File: src/rtl/registru_mant_align_pkg.sv
// Shared definitions for the FP-adder mantissa register: shift-mode and
// FSM-state encodings plus a helper that folds the reserved mode code.
package registru_mant_align_pkg;

    typedef enum logic [1:0] {
        MODE_RIGHT = 2'b00,
        MODE_LEFT  = 2'b01,
        MODE_NORM  = 2'b10
    } mode_e;

    typedef enum logic [1:0] {
        ST_IDLE  = 2'b00,
        ST_SHIFT = 2'b01,
        ST_DONE  = 2'b10
    } state_e;

    // Map the raw 2-bit mode input onto a legal mode; 11 behaves as right shift.
    function automatic mode_e decode_mode(input logic [1:0] raw);
        mode_e m;
        case (raw)
            2'b01:   m = MODE_LEFT;
            2'b10:   m = MODE_NORM;
            default: m = MODE_RIGHT;
        endcase
        return m;
    endfunction

endpackage

File: src/rtl/registru_mant_align_contor_shift.sv
// Down-counter holding the remaining shift amount. Loaded with the requested
// amount, decremented once per shift; tc flags that the next decrement is the
// final one (count == 1). Also usable by the exponent-difference logic.
module contor_shift #(
    parameter int W = 5
) (
    input  logic         clk,
    input  logic         clear_n,
    input  logic         clear,
    input  logic         load,
    input  logic [W-1:0] load_val,
    input  logic         dec,
    output logic         tc
);

    localparam logic [W-1:0] CNT_ZERO = {W{1'b0}};
    localparam logic [W-1:0] CNT_ONE  = {{(W-1){1'b0}}, 1'b1};

    logic [W-1:0] count_r;

    // Remaining-count register: reset/clear, load, decrement-to-zero, hold.
    always_ff @(posedge clk) begin
        if (!clear_n || clear) begin
            count_r <= CNT_ZERO;
        end else if (load) begin
            count_r <= load_val;
        end else if (dec && (count_r != CNT_ZERO)) begin
            count_r <= count_r - CNT_ONE;
        end else begin
            count_r <= count_r;
        end
    end

    assign tc = (count_r == CNT_ONE);

endmodule

File: src/rtl/registru_mant_align.sv
// Mantissa register for the FP adder datapath: load/clear plus a serial
// one-bit-per-clock shift engine (right align with G/R/S, left, normalise).
module registru_mant_align
    import registru_mant_align_pkg::*;
#(
    parameter int WIDTH   = 24,
    parameter int SHAMT_W = 5
) (
    input  logic               clk,
    input  logic               clear_n,
    input  logic               clear,
    input  logic               load,
    input  logic [WIDTH-1:0]   mantisa,
    input  logic               start,
    input  logic [1:0]         mode,
    input  logic [SHAMT_W-1:0] shamt,
    output logic [WIDTH-1:0]   saved_mant,
    output logic               guard,
    output logic               round,
    output logic               sticky,
    output logic [SHAMT_W-1:0] shift_count,
    output logic               busy,
    output logic               done,
    output logic               zero
);

    localparam logic [WIDTH-1:0]   MANT_ZERO = {WIDTH{1'b0}};
    localparam logic [SHAMT_W-1:0] CNT_ZERO  = {SHAMT_W{1'b0}};
    localparam logic [SHAMT_W-1:0] CNT_ONE   = {{(SHAMT_W-1){1'b0}}, 1'b1};
    // Normalisation gives up once WIDTH shifts have been made (all-zero input).
    localparam logic [SHAMT_W-1:0] NORM_LAST = SHAMT_W'(WIDTH - 1);

    state_e             state_r;
    mode_e              mode_r;
    logic [WIDTH-1:0]   mant_r;
    logic               g_r;
    logic               r_r;
    logic               s_r;
    logic [SHAMT_W-1:0] count_r;
    logic               busy_r;
    logic               done_r;

    mode_e              mode_s;
    logic               start_ok_s;
    logic               start_zero_s;
    logic               cnt_dec_s;
    logic               cnt_tc_s;
    logic [WIDTH-1:0]   nxt_mant_s;
    logic               nxt_g_s;
    logic               nxt_r_s;
    logic               nxt_s_s;
    logic               shift_exit_s;

    assign mode_s     = decode_mode(mode);
    // load wins over start; both only matter in IDLE.
    assign start_ok_s = (state_r == ST_IDLE) && start && !load;
    assign cnt_dec_s  = (state_r == ST_SHIFT) && (mode_r != MODE_NORM);

    contor_shift #(
        .W (SHAMT_W)
    ) u_contor (
        .clk      (clk),
        .clear_n  (clear_n),
        .clear    (clear),
        .load     (start_ok_s),
        .load_val (shamt),
        .dec      (cnt_dec_s),
        .tc       (cnt_tc_s)
    );

    // Decide whether an accepted start needs no shifting at all.
    always_comb begin
        start_zero_s = 1'b0;
        if (mode_s == MODE_NORM) begin
            start_zero_s = mant_r[WIDTH-1];
        end else begin
            start_zero_s = (shamt == CNT_ZERO);
        end
    end

    // One shift step of the mantissa and its extension bits for the latched mode.
    always_comb begin
        nxt_mant_s = mant_r;
        nxt_g_s    = g_r;
        nxt_r_s    = r_r;
        nxt_s_s    = s_r;
        case (mode_r)
            MODE_RIGHT: begin
                nxt_s_s    = s_r | r_r;
                nxt_r_s    = g_r;
                nxt_g_s    = mant_r[0];
                nxt_mant_s = {1'b0, mant_r[WIDTH-1:1]};
            end
            MODE_LEFT, MODE_NORM: begin
                nxt_mant_s = {mant_r[WIDTH-2:0], g_r};
                nxt_g_s    = r_r;
                nxt_r_s    = 1'b0;
            end
            default: begin
                nxt_mant_s = mant_r;
            end
        endcase
    end

    // Decide whether the step being taken now is the last one.
    always_comb begin
        shift_exit_s = 1'b0;
        if (mode_r == MODE_NORM) begin
            shift_exit_s = nxt_mant_s[WIDTH-1] || (count_r == NORM_LAST);
        end else begin
            shift_exit_s = cnt_tc_s;
        end
    end

    // Control FSM and datapath registers; reset and clear abort everything.
    always_ff @(posedge clk) begin
        if (!clear_n || clear) begin
            state_r <= ST_IDLE;
            mode_r  <= MODE_RIGHT;
            mant_r  <= MANT_ZERO;
            g_r     <= 1'b0;
            r_r     <= 1'b0;
            s_r     <= 1'b0;
            count_r <= CNT_ZERO;
            busy_r  <= 1'b0;
            done_r  <= 1'b0;
        end else begin
            case (state_r)
                ST_IDLE: begin
                    done_r <= 1'b0;
                    busy_r <= 1'b0;
                    if (load) begin
                        mant_r <= mantisa;
                        g_r    <= 1'b0;
                        r_r    <= 1'b0;
                        s_r    <= 1'b0;
                    end else if (start) begin
                        mode_r  <= mode_s;
                        count_r <= CNT_ZERO;
                        if (start_zero_s) begin
                            state_r <= ST_DONE;
                            done_r  <= 1'b1;
                        end else begin
                            state_r <= ST_SHIFT;
                            busy_r  <= 1'b1;
                        end
                    end else begin
                        state_r <= ST_IDLE;
                    end
                end
                ST_SHIFT: begin
                    mant_r  <= nxt_mant_s;
                    g_r     <= nxt_g_s;
                    r_r     <= nxt_r_s;
                    s_r     <= nxt_s_s;
                    count_r <= count_r + CNT_ONE;
                    if (shift_exit_s) begin
                        state_r <= ST_DONE;
                        busy_r  <= 1'b0;
                        done_r  <= 1'b1;
                    end else begin
                        state_r <= ST_SHIFT;
                        busy_r  <= 1'b1;
                    end
                end
                ST_DONE: begin
                    state_r <= ST_IDLE;
                    done_r  <= 1'b0;
                    busy_r  <= 1'b0;
                end
                default: begin
                    state_r <= ST_IDLE;
                    done_r  <= 1'b0;
                    busy_r  <= 1'b0;
                end
            endcase
        end
    end

    assign saved_mant  = mant_r;
    assign guard       = g_r;
    assign round       = r_r;
    assign sticky      = s_r;
    assign shift_count = count_r;
    assign busy        = busy_r;
    assign done        = done_r;
    assign zero        = (mant_r == MANT_ZERO);

endmodule

File: config.mk
export PLATFORM = sky130hd
export DESIGN_NAME = registru_mant_align
export DESIGN_NICKNAME = d
export VERILOG_FILES = /design/src/rtl/registru_mant_align_pkg.sv /design/src/rtl/registru_mant_align_contor_shift.sv /design/src/rtl/registru_mant_align.sv
export SDC_FILE = /design/constraint.sdc
export NUM_CORES = 1
export LEC_CHECK = 0
export CAP_MARGIN = 15
export CORE_MARGIN = 4
export CORE_UTILIZATION = 53
export CTS_CLUSTER_SIZE = 30
export DETAILED_ROUTE_END_ITERATION = 10
export PLACE_DENSITY = 0.86
export SETUP_SLACK_MARGIN = 0.02
export SKIP_CTS_REPAIR_TIMING = 1
export SYNTH_ARGS = -nofsm -noshare
export SYNTH_HDL_FRONTEND = slang
export SYNTH_SLANG_ARGS = --single-unit
export TNS_END_PERCENT = 1
File: constraint.sdc
create_clock -name clk -period 5.25 [get_ports clk]
set_clock_uncertainty 0.1 [all_clocks]
set_input_delay 1.3125 -clock clk [delete_from_list [all_inputs] [get_ports clk]]
set_output_delay 1.3125 -clock clk [all_outputs]
set_load 0.005 [all_outputs]
Word level (Yosys, flattened, before mapping)
Cells that the tools add are included.

operators by class
  add/subtract/negate cells = 2
  equal/unequal tests = 15
  mux-type cells = 33
  bitwise gates (word level) = 2
  reductions and logical operators = 21

operators with widths
  operator                                                                count
  24-bit one-hot mux with 2 select lines                                  2
  24-bit zero test                                                        1
  24-bit two-way mux                                                      1
  5-bit two-way mux                                                       4
  1-bit one-hot mux with 2 select lines                                   7
  1-bit two-way mux                                                       12
  3-bit AND reduction                                                     4
  2-bit != test (second input constant)                                   5
  5-bit one-hot mux with 2 select lines                                   1
  2-bit two-way mux                                                       4
  2-bit one-hot mux with 2 select lines                                   2
  2-bit by 1-bit equality test with 1-bit output (second input constant)  3
  2-bit equality test (second input constant)                             3
  5-bit by 1-bit adder with 5-bit output (second input constant)          1
  5-bit by 1-bit equality test with 1-bit output (second input constant)  1
  5-bit equality test (second input constant)                             1
  5-bit zero test                                                         1
  5-bit nonzero test                                                      1
  5-bit by 1-bit subtractor with 5-bit output (second input constant)     1
  1-bit logical AND                                                       4
  2-bit zero test                                                         2
  2-bit nonzero test                                                      2
  3-bit by 1-bit != test with 1-bit output (second input constant)        1
  1-bit zero test                                                         2
  6 further kinds                                                         7

word-level totals
  register bits = 43
  output and inout bits = 35
  logic and storage cells = 84

Longest topological paths before layout
Gate-level depths: netlist of run 1.

  depth after elaboration = 8
  gate-level depth with buffers = 8
  mapped depth without buffers = 6

Modules after synthesis
Synthesis of run 1 repeated with hierarchy kept, for this count alone.

unflattened totals
  cell total of the unflattened synthesis = 276
  area total of the unflattened synthesis = 2603.7 µm²

by module, submodules not included
  module               instances  cells an instance  area an instance (µm²)  seq. area each (µm²)
  registru_mant_align  1          237                2285.9                  760.7
  contor_shift         1          39                 317.8                   100.1

Least setup slack after synthesis of run 1
OpenSTA, ideal clock, no wires.

  path type = input to register
  from = input shamt[2]
  to = register busy_r, in the netlist busy
  arrival time = 2267 ps
  required time = 5034 ps
  path slack = 2767 ps
  stages on the path = 4
  path buffers = 0
  cells stage by stage = or4_4 o31ai_4 nor3_2 a31o_1

between the ends
  word-level cells in the longest chain between the ends = 6

RTL lines
  item                                   RTL line                    text
  start: declaration                     registru_mant_align.sv:16   input logic [SHAMT_W-1:0] shamt,
  5-bit zero test                        registru_mant_align.sv:77   start_zero_s = (shamt == CNT_ZERO);
  1-bit two-way mux                      registru_mant_align.sv:74   if (mode_s == MODE_NORM) begin
  1-bit two-way mux                      registru_mant_align.sv:140  if (start_zero_s) begin
  1-bit two-way mux                      registru_mant_align.sv:137  end else if (start) begin
  1-bit two-way mux                      registru_mant_align.sv:132  if (load) begin
  1-bit one-hot mux with 2 select lines  registru_mant_align.sv:128  case (state_r)
  end signal: assignment                 registru_mant_align.sv:125  busy_r <= 1'b0;
  end signal: assignment                 registru_mant_align.sv:131  busy_r <= 1'b0;
  end signal: assignment                 registru_mant_align.sv:145  busy_r <= 1'b1;
  end: declaration                       registru_mant_align.sv:40   logic busy_r;

Every way passes these cells.
A chain may end at the register's enable or synchronous reset.

Worst setup path in the final report of run 1
  from = input load
  to = register mant_r[16], in the netlist saved_mant[16]

between the ends
  word-level cells in the longest chain between the ends = 2

RTL lines
  item                                  RTL line                    text
  start: declaration                    registru_mant_align.sv:12   input logic load,
  2-bit != test (no source line)        n/a
  3-bit AND reduction (no source line)  n/a
  end signal: assignment                registru_mant_align.sv:133  mant_r <= mantisa;
  end signal: assignment                registru_mant_align.sv:152  mant_r <= nxt_mant_s;
  end: declaration                      registru_mant_align.sv:35   logic [WIDTH-1:0] mant_r;

Every way passes these cells.

==> results of run 1 <==
-- cell usage in the layout (no fill, tap or decap), drive strengths merged, types with 3 or more instances in the layout --
cell and n:
ha 6, a21oi 9, nor3 3, o211ai 7
nor2b 4, buf 3, dfxtp 43, clkbuf 8
clkdlybuf4s50 70, a211oi 26, nand2 12, a22o 23
nand3 4, nor4 6, inv 8, nand2b 3
nor2 38, a22oi 23, a31o 3, o21ai 7
-- worst max-delay path, stage by stage --
cell             delay (ns)
clkdlybuf4s50_1        0.58
o21bai_1               0.15
a21oi_4                0.89
buf_4                  0.33
nor2_1                 0.08
a211oi_2               0.19
-- worst min path at each step --
stage | endpoint | slack [ns] | cells after the start
after global placement | mode_r[0] | 0.38 | 2
after CTS | mode_r[0] | 0.39 | 2
after floorplan | mode_r[0] | 0.35 | 2
after global routing | done | 0.44 | 2
after detailed placement | mode_r[0] | 0.38 | 2
final | mode_r[0] | 0.40 | 2
-- synthesized netlist by cell type (3+ instances only) --
master     n  area [um2]
dfxtp_1   43         861
nor2_1    35         131
a22o_1    23         201
a211oi_2  20         250
a22oi_2   20         250
nand2_1   12        45.0
a21oi_1    8        40.0
clkbuf_1   8        30.0
inv_1      8        30.0
buf_2      7        35.0
buf_6      7        78.8
o211ai_1   7        52.6
a211oi_1   6        45.0
ha_1       6        75.1
nor4_1     6        37.5
o21ai_0    5        25.0
nand3_1    4        20.0
a22oi_1    3        22.5
nand2b_1   3        18.8
nor2b_1    3        18.8
-- registers in the layout (all words and copies together), names as in the netlist --
register / cells
state_r: 2
mode_r: 2
shift_count: 5
guard: 1
saved_mant: 24
done: 1
busy: 1
round: 1
u_contor.count_r: 5
sticky: 1
-- layout make-up --
class,count,share of cell area [%]
timing repair buffer,73,21.2
tap,67,2.46
multi-input combinational,201,47.3
clock buffer,8,2.94
inverter,8,0.881
sequential,43,25.2
-- per-layer routing --
metal / vias up / global-route usage [%] / part of all wire (%)
met4: 0 / 6.82 / 1.4
met1: 1138 / 28.1 / 42
li1: 1161 / - / -
met3: 10 / 5.44 / 7.3
met2: 81 / 36.1 / 49
met5: - / 0 / 0
-- power groups by stage --
stage               sequential, mW  combinational, mW  clock [mW]
floorplan                    0.357             0.0980           0
global placement             0.361              0.152           0
detailed placement           0.362              0.156           0
CTS                          0.354              0.157       0.232
global route                 0.357              0.168       0.246
finish                       0.354              0.156       0.228
-- kinds of logic (layout without fill, tap and decap cells) --
family,Yosys count,after routing,synth area share (%)
AO/OA/AOI/OAI,106,106,38.2
AND/OR/NAND/NOR,84,84,17.5
flip-flops,43,43,32.4
buffers and inverters,32,89,7.12
adder cells (fa/ha/maj),6,6,2.83
multiplexers,3,3,1.18
XOR/XNOR,2,2,0.660
-- through the flow --
stage / cell area [um2] / power, mW / utilization, % / worst slack [ns] / cells
6_report: 3410 / 0.739 / 71.2 / 1.82 / 400
5_1_grt: 3410 / 0.771 / 71.2 / 1.66 / 400
4_1_cts: 3410 / 0.743 / 71.2 / 1.84 / 400
3_5_place_dp: 3310 / 0.517 / 69.2 / 1.55 / 392
3_3_place_gp: 3310 / 0.514 / 69.2 / 1.64 / 392
2_1_floorplan: 2650 / 0.455 / - / 2.77 / 276
==> impl_metrics.tcl, run 1 <==
set metrics [dict create \
    antenna_cells 0 \
    syn_avg_cell_area_um2 9.62 \
    drive_gt1_share_pct 18.9 \
    intPower_mw 0.541 \
    routed_wl_um 6700 \
    synthesis.area_mm2 0.00265 \
    synth-edff-count 0 \
    powerDensity_mw_per_mm2 217 \
    ys_seq_elements 43 \
    yosys_warnings 0 \
    seq_power_share_pct 47.9 \
    clock-sinks 43 \
    fp.dieW_um 78.8 \
    worstPathMaxFanout 40 \
    antenna_found_initial 0 \
    clkPwrFrac_pct 30.9 \
    vias 2390 \
    syn_to_final_growth_pct 28.5 \
    worstReg2RegStart "mode_r[0]" \
    grt_first_pass_wirelength_um 11100 \
    period_needed_ns 3.43 \
    io_buffer_count 70 \
    cap_violations 0 \
    io_pins 71 \
    clkTransAtPathRegs_ns 0.08 \
    vias_per_cell 5.98 \
    fin_setup_tns_ns 0 \
    critPathLaunchType "input pin" \
    rsz0062_at_grt "false" \
    dp_hpwl_um 4730 \
    n_fill_cell 359 \
    gr-usage-all-layers_pct 21.9 \
    timing.rr.end "saved_mant[16]" \
    rows 25 \
    hp-start "mode_r[0]" \
    core_area_mm2 0.00479 \
    cts_tree "yes" \
    grt_overflow 0 \
    clockBufferDepth 2 \
    tightest_slew_ns 1.13 \
    grt_pass1_vias 2313 \
    relSlewSlack_pct 24.6 \
    maxSlewViolCount 0 \
    netlist_instances 276 \
    path_class "input pin to flop" \
    arrival_ns 3.55 \
    p_leak_nw 1.15 \
    clkLatencyLatePin_ns 0.29 \
    end_kind "flop" \
    numCtsBuffers 5 \
    final_nets 374 \
    ys.flop_type "dfxtp_1" \
    gp_routability_congestion 0.815 \
    wl_per_cell_um 16.8 \
    multi_input_area_mm2 0.00161 \
    fin_hold_ws_ns 0.398 \
    p_sw_share_pct 26.8 \
    status "finished, final reports clean" \
    cp-startpoint "load" \
    firstDrtPassIters 4 \
    crit_required_ns 5.37 \
    endpoint "saved_mant[16]" \
    async_flop_share_pct 0 \
    max-vdd-ir-drop_mv 0.156 \
    root_buffer "clkbuf_8" \
    reg2reg_depth 7 \
    final-seq-area_um2 861 \
    fp.dieH_um 78.8 \
    hold_path_class "flop to flop" \
    grt_start_max_net_pins 41 \
    fmax_mhz 291 \
    drc 0 \
    hold_viol 0 \
    p_comb_share_pct 21.2 \
    syn_nets 318 \
    drt_iter0_drc 131 \
    power.switching_mw 0.198 \
    start_util_pct 55.5 \
    dieArea_mm2 0.00620 \
    htreeDepth 2 \
    setup_viol 0 \
    drtAntennaViolNets 0 \
    synth.distinct_cells 50 \
    ff2ff_setup_slack_ns 2.00 \
    fin_crit_sh_pct 65.4 \
    ys_seq_area_share_pct 32.4 \
]
(Power assumes the default switching activity.)
==> inputs of run 2 (changes only) <==
--- a/config.mk
+++ b/config.mk
@@ -7,10 +7,10 @@
 export LEC_CHECK = 0
 export CAP_MARGIN = 15
 export CORE_MARGIN = 4
-export CORE_UTILIZATION = 53
+export CORE_UTILIZATION = 49
 export CTS_CLUSTER_SIZE = 30
 export DETAILED_ROUTE_END_ITERATION = 10
-export PLACE_DENSITY = 0.86
+export PLACE_DENSITY = 0.81
 export SETUP_SLACK_MARGIN = 0.02
 export SKIP_CTS_REPAIR_TIMING = 1
 export SYNTH_ARGS = -nofsm -noshare
==> constraint.sdc (replaced) <==
create_clock -name clk -period 3.31 [get_ports clk]
set_clock_uncertainty 0.1 [all_clocks]
set_input_delay 0.8275 -clock clk [delete_from_list [all_inputs] [get_ports clk]]
set_output_delay 0.8275 -clock clk [all_outputs]
set_load 0.005 [all_outputs]
==> run 2 against run 1 <==
- non-clock buffer count grew 3
- flip-flop and latch count is the same
- global-route usage shrank 1.4 points
- clock power grew 110%
- combinational power grew 62%
- final cell count grew 1.5%
- via count grew 0.33%
- routed wire length grew 0.24%
- final area grew 2.2%
- power grew 76%
==> impl_metrics.tcl, run 2 (synthesized netlist as in run 1, its figures left out) <==
set metrics [dict create \
    status "finished, final reports clean" \
    grt_first_pass_wirelength_um 10900 \
    core_area_mm2 0.00517 \
    arrival_ns 1.80 \
    layout_common_cells "70 x clkdlybuf4s50_1, 43 x dfxtp_1, 35 x nor2_1" \
    mostFrequentLayoutCell "clkdlybuf4s50_1" \
    dp_hpwl_um 4890 \
    vias 2398 \
    drive_gt1_share_pct 19.9 \
    largest_reg_flops 24 \
    fmax_mhz 366 \
    final-seq-area_um2 861 \
    setup_viol 0 \
    clkLatencyLatePin_ns 0.30 \
    rsz0062_at_grt "false" \
    cts_tree "yes" \
    drtAntennaViolNets 0 \
    multi_input_area_mm2 0.00161 \
    tightest_slew_ns 0.547 \
    p_leak_nw 1.19 \
    start_util_pct 51.3 \
    syn_to_final_growth_pct 31.3 \
    dieArea_mm2 0.00666 \
    n_fill_cell 408 \
    routed_wl_um 6720 \
    cap_violations 0 \
    fp.dieH_um 81.6 \
    critPathMaxStageDelay_ns 0.50 \
    end_kind "primary output" \
    cp_slowest_cell "clkdlybuf4s50_1" \
    vias_per_cell 5.91 \
    clock-sinks 43 \
    max-vdd-ir-drop_mv 0.289 \
    clockBufferDepth 2 \
    grt_overflow 0 \
    drt_iter0_drc 163 \
    crit_chain "nor4_1 > nand4_1 > nor2_1 > clkdlybuf4s50_1" \
    fin_crit_sh_pct 82.5 \
    powerDensity_mw_per_mm2 373 \
    antenna_found_initial 0 \
    fp.dieW_um 81.6 \
    hold_viol 0 \
    numCtsBuffers 5 \
    rows 26 \
    firstDrtPassIters 4 \
    clkTransAtPathRegs_ns 0.09 \
    root_buffer "clkbuf_8" \
    crit_required_ns 2.38 \
    grt_pass1_vias 2280 \
    worstPathMaxFanout 5 \
    io_pins 71 \
    wl_per_cell_um 16.5 \
    finish.utilization_pct 67.4 \
    antenna_cells 0 \
    gr-usage-all-layers_pct 20.5 \
    gp_routability_congestion 0.871 \
    path_class "flop to primary output" \
    hold_path_class "flop to flop" \
    maxSlewViolCount 0 \
    drc 0 \
    htreeDepth 2 \
    grt_start_max_net_pins 49 \
    io_buffer_count 70 \
    critPathLaunchType "flop" \
    period_needed_ns 2.73 \
    final_nets 377 \
    fin_setup_tns_ns 0 \
    relSlewSlack_pct 63.5 \
]
run 2: final timing paths:
path	start	cells past startpoint	slack [ns]	endpoint
worst min register to register	mode_r[0]	2	0.39	mode_r[0]
worst min-delay path	mode_r[0]	2	0.39	mode_r[0]
worst max register to register	mode_r[0]	7	1.23	guard
worst max-delay path	saved_mant[5]	4	0.58	zero
run 2: area by class of cell:
type,instances,area share (%)
Clock inverter,3,1.94
Clock buffer,5,1.97
Sequential cell,43,24.7
Timing Repair Buffer,76,21.8
Inverter,8,0.862
Tap cell,70,2.51
Multi-Input combinational cell,201,46.2
run 2: report_power, final:
| group | switching, mW | leakage (nW) | internal [mW] |
|---|---|---|---|
| Combinational | 0.116 | 0.771 | 0.136 |
| Clock | 0.186 | 0.0644 | 0.301 |
| Sequential | 0.0272 | 0.350 | 0.535 |
| Total | 0.329 | 1.19 | 0.972 |
run 2: worst max-delay path: cells and delay by family (launching register included):
kind / cells / cell delay (ns)
simple gates: 3 / 0.64
buf+inv: 1 / 0.50
flops: 1 / 0.37
run 2: metrics by stage:
stage / cell area (um2) / worst slack [ns] / hold slack [ns] / total power [mW] / instances
CTS: 3480 / 0.591 / 0.392 / 1.31 / 406
global placement: 3350 / 0.855 / 0.364 / 0.820 / 398
floorplan: 2650 / 1.31 / 0.349 / 0.722 / 276
detailed placement: 3350 / 0.827 / 0.379 / 0.826 / 398
finish: 3480 / 0.580 / 0.393 / 1.30 / 406
global route: 3480 / 0.379 / 0.402 / 1.35 / 406
run 2: metal layers:
layer | vias to the layer above | track usage [%] | share of wire, %
met3 | 6 | 3.07 | 6.0
met1 | 1143 | 25.6 | 43
met5 | - | 0 | 0
met4 | 0 | 4.98 | 0.91
li1 | 1162 | - | -
met2 | 87 | 36.9 | 50
